File: config.mk
export PLATFORM = sky130hd
export DESIGN_NAME = pipe_hazard_ctrl
export DESIGN_NICKNAME = d
export VERILOG_FILES = /design/src/rtl/pipe_ctrl_pkg.sv /design/src/rtl/sat_counter.sv /design/src/rtl/pipe_hazard_ctrl.sv
export SDC_FILE = /design/constraint.sdc
export NUM_CORES = 1
export LEC_CHECK = 0
export CORE_MARGIN = 4
export CORE_UTILIZATION = 50
export CTS_BUF_LIST = sky130_fd_sc_hd__clkbuf_8
export DETAILED_ROUTE_END_ITERATION = 8
export PLACE_DENSITY = 0.79
export SYNTH_ARGS = -nofsm -noshare
export SYNTH_HDL_FRONTEND = slang
export SYNTH_HIERARCHICAL = 1
export SYNTH_SLANG_ARGS = --single-unit
export TNS_END_PERCENT = 10
File: constraint.sdc
create_clock -name clk -period 3.3 [get_ports clk]
set_clock_uncertainty 0.05 [all_clocks]
set_input_delay 0.66 -clock clk [delete_from_list [all_inputs] [get_ports clk]]
set_output_delay 0.66 -clock clk [all_outputs]
set_load 0.1 [all_outputs]
File: src/rtl/pipe_ctrl_pkg.sv
// Shared definitions for the pipeline hazard control unit.
package pipe_ctrl_pkg;

  typedef enum logic [1:0] {
    RUN      = 2'd0,
    MEM_WAIT = 2'd1,
    TIMEOUT  = 2'd2
  } ctrl_state_e;

  localparam logic [4:0] REG_ZERO = 5'd0;

  localparam int DEF_MAX_WAIT = 16;
  localparam int DEF_PERF_W   = 16;

endpackage

File: src/rtl/sat_counter.sv
// Saturating up-counter with synchronous active-high reset.
module sat_counter #(
  parameter int W = 16
) (
  input  logic         clk,
  input  logic         rst,
  input  logic         inc,
  output logic [W-1:0] count
);

  // Count one per enabled cycle and stick at the all-ones value.
  always_ff @(posedge clk) begin
    if (rst) begin
      count <= '0;
    end else if (inc && (count != {W{1'b1}})) begin
      count <= count + W'(1);
    end
  end

endmodule

File: src/rtl/pipe_hazard_ctrl.sv
// Pipeline control for the 5-stage MIPS core: load-use stalls, taken-branch
// flushes, data-memory waits with timeout, and stall/flush performance counters.
module pipe_hazard_ctrl
  import pipe_ctrl_pkg::*;
#(
  parameter int MAX_WAIT = DEF_MAX_WAIT,
  parameter int PERF_W   = DEF_PERF_W
) (
  input  logic              clk,
  input  logic              rst,
  input  logic              ex_memread,
  input  logic [4:0]        ex_rt,
  input  logic [4:0]        id_rs,
  input  logic [4:0]        id_rt,
  input  logic              id_uses_rt,
  input  logic              branch_taken,
  input  logic              dmem_req,
  input  logic              dmem_ready,
  output logic              pc_write,
  output logic              ifid_write,
  output logic              ifid_flush,
  output logic              idex_flush,
  output logic              pipe_hold,
  output logic              timeout_err,
  output logic [PERF_W-1:0] stall_cycles,
  output logic [PERF_W-1:0] flush_count
);

  // wait_cnt reaches MAX_WAIT on the cycle that enters TIMEOUT, so size for that.
  localparam int CW = $clog2(MAX_WAIT + 1);
  localparam logic [CW-1:0] LAST_WAIT = CW'(MAX_WAIT - 1);

  ctrl_state_e   state;
  ctrl_state_e   next_state;
  logic [CW-1:0] wait_cnt;
  logic          load_use;
  logic          mem_stall;
  logic          flush_evt;
  logic          stall_evt;

  assign load_use  = ex_memread && (ex_rt != REG_ZERO) &&
                     ((ex_rt == id_rs) || (id_uses_rt && (ex_rt == id_rt)));
  assign mem_stall = dmem_req && !dmem_ready;

  // State register, wait counter and sticky timeout flag.
  always_ff @(posedge clk) begin
    if (rst) begin
      state       <= RUN;
      wait_cnt    <= '0;
      timeout_err <= 1'b0;
    end else begin
      state       <= next_state;
      timeout_err <= timeout_err || (next_state == TIMEOUT);
      if (state == RUN && mem_stall) begin
        wait_cnt <= CW'(1);
      end else if (state == MEM_WAIT && !dmem_ready) begin
        wait_cnt <= wait_cnt + CW'(1);
      end else if (state == MEM_WAIT) begin
        wait_cnt <= '0;
      end
    end
  end

  // Next-state logic: enter wait on a memory stall, leave on ready or time out.
  always_comb begin
    next_state = state;
    case (state)
      RUN: begin
        if (mem_stall) next_state = MEM_WAIT;
      end
      MEM_WAIT: begin
        if (dmem_ready)                next_state = RUN;
        else if (wait_cnt == LAST_WAIT) next_state = TIMEOUT;
      end
      TIMEOUT: next_state = TIMEOUT;
      default: next_state = RUN;
    endcase
  end

  // Mealy control outputs: memory hold beats branch flush beats load-use stall.
  always_comb begin
    pc_write   = 1'b1;
    ifid_write = 1'b1;
    ifid_flush = 1'b0;
    idex_flush = 1'b0;
    pipe_hold  = 1'b0;
    flush_evt  = 1'b0;
    if (rst) begin
      pc_write   = 1'b0;
      ifid_write = 1'b0;
      ifid_flush = 1'b1;
      idex_flush = 1'b1;
    end else if ((state == TIMEOUT) ||
                 (state == RUN && mem_stall) ||
                 (state == MEM_WAIT && !dmem_ready)) begin
      pipe_hold  = 1'b1;
      pc_write   = 1'b0;
      ifid_write = 1'b0;
    end else if (branch_taken) begin
      ifid_flush = 1'b1;
      idex_flush = 1'b1;
      flush_evt  = 1'b1;
    end else if (load_use) begin
      pc_write   = 1'b0;
      ifid_write = 1'b0;
      idex_flush = 1'b1;
    end
  end

  assign stall_evt = !rst && !pc_write;

  sat_counter #(.W(PERF_W)) u_stall_cnt (
    .clk   (clk),
    .rst   (rst),
    .inc   (stall_evt),
    .count (stall_cycles)
  );

  sat_counter #(.W(PERF_W)) u_flush_cnt (
    .clk   (clk),
    .rst   (rst),
    .inc   (flush_evt),
    .count (flush_count)
  );

endmodule

==> out/results.txt <==
Top cells by area, synth: dfxtp_1 35%, a21oi_1 6.1%, or4_1 4.9%, o31ai_1 4.6%, nor2_1 3.5%
CP endpoint kind: output port
IO buf count: 59
CP max-delay cell: clkdlybuf4s50_1
Crit Path Category: in2out
Vias in the first global route: 1945
CTS tree: built
Worst slew pin tran: 0.777 ns
Syn Std Cell Area: 0.00228 mm^2
Number of flops mapped to enable cells by yosys: 0
Switching part of the total power: 27.6%
Netlist cell types: 46
Cell Pwr Density: 321 mW/mm^2
Final Wtd Congestion: 0.880
Initial Util: 52.1%
Internal: 695 uW
Maximum VDD drop: 152 uV
Buffers & Inverters on Critical Path: 3
Fin. max-slew vios: 0
Layout cells sized above 1: 19.8%
First-pass GRT wire length: 8.54 mm
Die area: 0.00571 mm^2
Hold Buf Count CTS: 0
YS warnings: 6
# Max-Cap Violations: 0
Yosys top cell area share: 35.1%
CTS buffer count: 5
Ys flop type: dfxtp_1
Most common cell in the synthesized netlist: dfxtp_1
Die width: 75.6 um
Vias per cell: 5.79
Post-synth ARST share: 0%
Ant. Diodes: 0
Post-route ant nets: 0
Final Hold Fails: 0
Crit-path leading delay family: buffers and inverters
Post-CTS setup buffer count: 0
RSZ-0062 raised after global routing: no
Mean Syn Cell Area: 8.40 um^2
Via count: 2228
IO Pins: 60
CTS Buffer Depth: 2
Combinational fraction of design power: 15.8%
CP Max Fanout: 3
Number of placed instances, taps included: 377
H-tree levels: 2
Worst Setup SP: ex_rt[3]
Clock root cell: clkbuf_8
Critical Path RT: 2.59 ns
Core Area: 0.00438 mm^2
Nets: 358
Tot Pwr: 959 uW
TritonCTS Sinks: 40
Die height: 75.6 um
Sequential fraction of the synthesis area: 35.1%
Worst r2r path cells: 6
Crit Reg-Reg Startpoint: state[1]
Initial DRC count: 87
Number of endpoints failing setup at the final stage: 0
Fmax: 0.316 GHz
Psw: 264 uW
TNS Setup: 0 ns
Total Wirelength: 5.22 mm
Biggest area consumer among synthesized cells: dfxtp_1
Cell count after synthesis: 272
Cell Rows: 24
Leakage: 0.00109 uW
Slowest stage delay, CP: 0.46 ns
Hold Slack: 0.427 ns
Worst skew pair latency: 0.29 ns
Filler cells: 374
CP startpoint kind: primary input
Most frequent cells after synthesis: 40 x dfxtp_1, 28 x a21oi_1, 21 x nor2_1
Tmin final: 3.16 ns
GRT Util Overall: 19.0%
Clock transition at path regs: 0.07 ns
Sequential fraction of design power: 51.2%
Util after Layout: 68.1%
Clock share of power: 33.0%
Avg WL per Cell: 13.6 um
Hold WC Path Type: reg2reg
GRT overflow: 0
Crit-path cells: clkdlybuf4s50_1, xor2_1, nor4_1, a32oi_1, buf_4, o31a_2, buf_12
Largest net degree at the start of global routing: 41
Yosys reg bits: 40
Stages on the worst setup path: 7
Synthesized Nets: 298
Hold depth: 2
Post-DP HPWL: 3.85 mm
Hold path start: timeout_err
Drt pass-1 iters: 4
CP arrival: 2.45 ns
Slew headroom: 47.8%
Status: completed
Final period utilization: 95.9%
Area grow syn2layout: 30.7%
Cell Count, Final, Fillers Out: 385
# DRC: 0
PostCTS Resize Cnt: 0
Initial antenna violation count: 0
-- worst paths after layout --
check / end / slack [ns]
hold / removal: timeout_err / 0.43
setup reg to reg: u_stall_cnt/count[11] / 0.92
setup / recovery: pc_write / 0.14
hold reg to reg: timeout_err / 0.43
-- state kept, by name, summed over array words and instances (netlist names) --
name,cells
u_flush_cnt/count,16
wait_cnt,5
u_stall_cnt/count,16
state,2
timeout_err,1
-- placed cells by master (no fill, tap or decap), drive strengths merged, types with 2 or more instances in the layout --
cell | netlist | final
a21oi | 28 | 28
a31oi | 2 | 2
and3 | 3 | 3
and4 | 6 | 6
buf | 7 | 44
clkbuf | 5 | 5
clkdlybuf4s50 | 0 | 21
clkinv | 0 | 3
dfxtp | 40 | 40
ha | 4 | 4
inv | 10 | 10
mux2 | 2 | 2
mux2i | 2 | 2
nand2 | 14 | 14
nand3 | 12 | 12
nand3b | 2 | 2
nand4 | 9 | 9
nor2 | 21 | 21
nor2b | 5 | 5
nor3 | 11 | 11
nor4 | 9 | 9
nor4bb | 2 | 2
o21a | 2 | 2
o21ai | 11 | 11
o311ai | 2 | 2
o31a | 2 | 2
o31ai | 14 | 14
o41ai | 2 | 2
or3 | 8 | 8
or4 | 15 | 15
xnor2 | 5 | 5
xor2 | 9 | 9
-- power by group through the flow --
stage               Combinational, uW  Clock [uW]  Sequential (uW)
global placement                  151           0              502
finish                            152         316              491
floorplan                        74.8           0              517
global route                      162         353              492
CTS                               153         329              491
detailed placement                153           0              502
-- logic make-up after synthesis --
logic type,count (synthesis),synth area share [%]
buffers and inverters,22,4.27
flip-flops,40,35.1
adder cells (fa/ha/maj),4,2.19
AO/OA/AOI/OAI,66,17.8
multiplexers,4,1.86
AND/OR/NAND/NOR,122,33.5
XOR/XNOR,14,5.37
-- per-stage QoR --
stage	area (um^2)	setup slack (ns)
global route	2990	0.0200
global placement	2900	0.126
floorplan	2290	-0.0576
detailed placement	2900	0.0751
CTS	2990	0.132
finish	2990	0.136
-- metal layers --
| metal | global-route usage (%) | share of wire [%] | vias to the layer above |
|---|---|---|---|
| met1 | 25.0 | 47 | 1017 |
| li1 | - | - | 1155 |
| met2 | 31.4 | 47 | 50 |
| met4 | 6.41 | 1.1 | 0 |
| met3 | 3.30 | 5.1 | 6 |
| met5 | 0 | 0 | - |
-- worst min-delay path: stages, from the launching register on --
cell,delay [ns]
dfxtp_1,0.32
inv_1,0.05
a31oi_1,0.06
-- layout make-up --
cell class	count	area, um^2	share of cell area, %
repair buffers	65	603	20.2
multi-input cells	210	1390	46.6
flip-flops and latches	40	801	26.8
inverters	10	37.5	1.26
well taps	52	65.1	2.18
clock buffers	5	68.8	2.31
clock inverters	3	18.8	0.629
(Power assumes the default switching activity.)
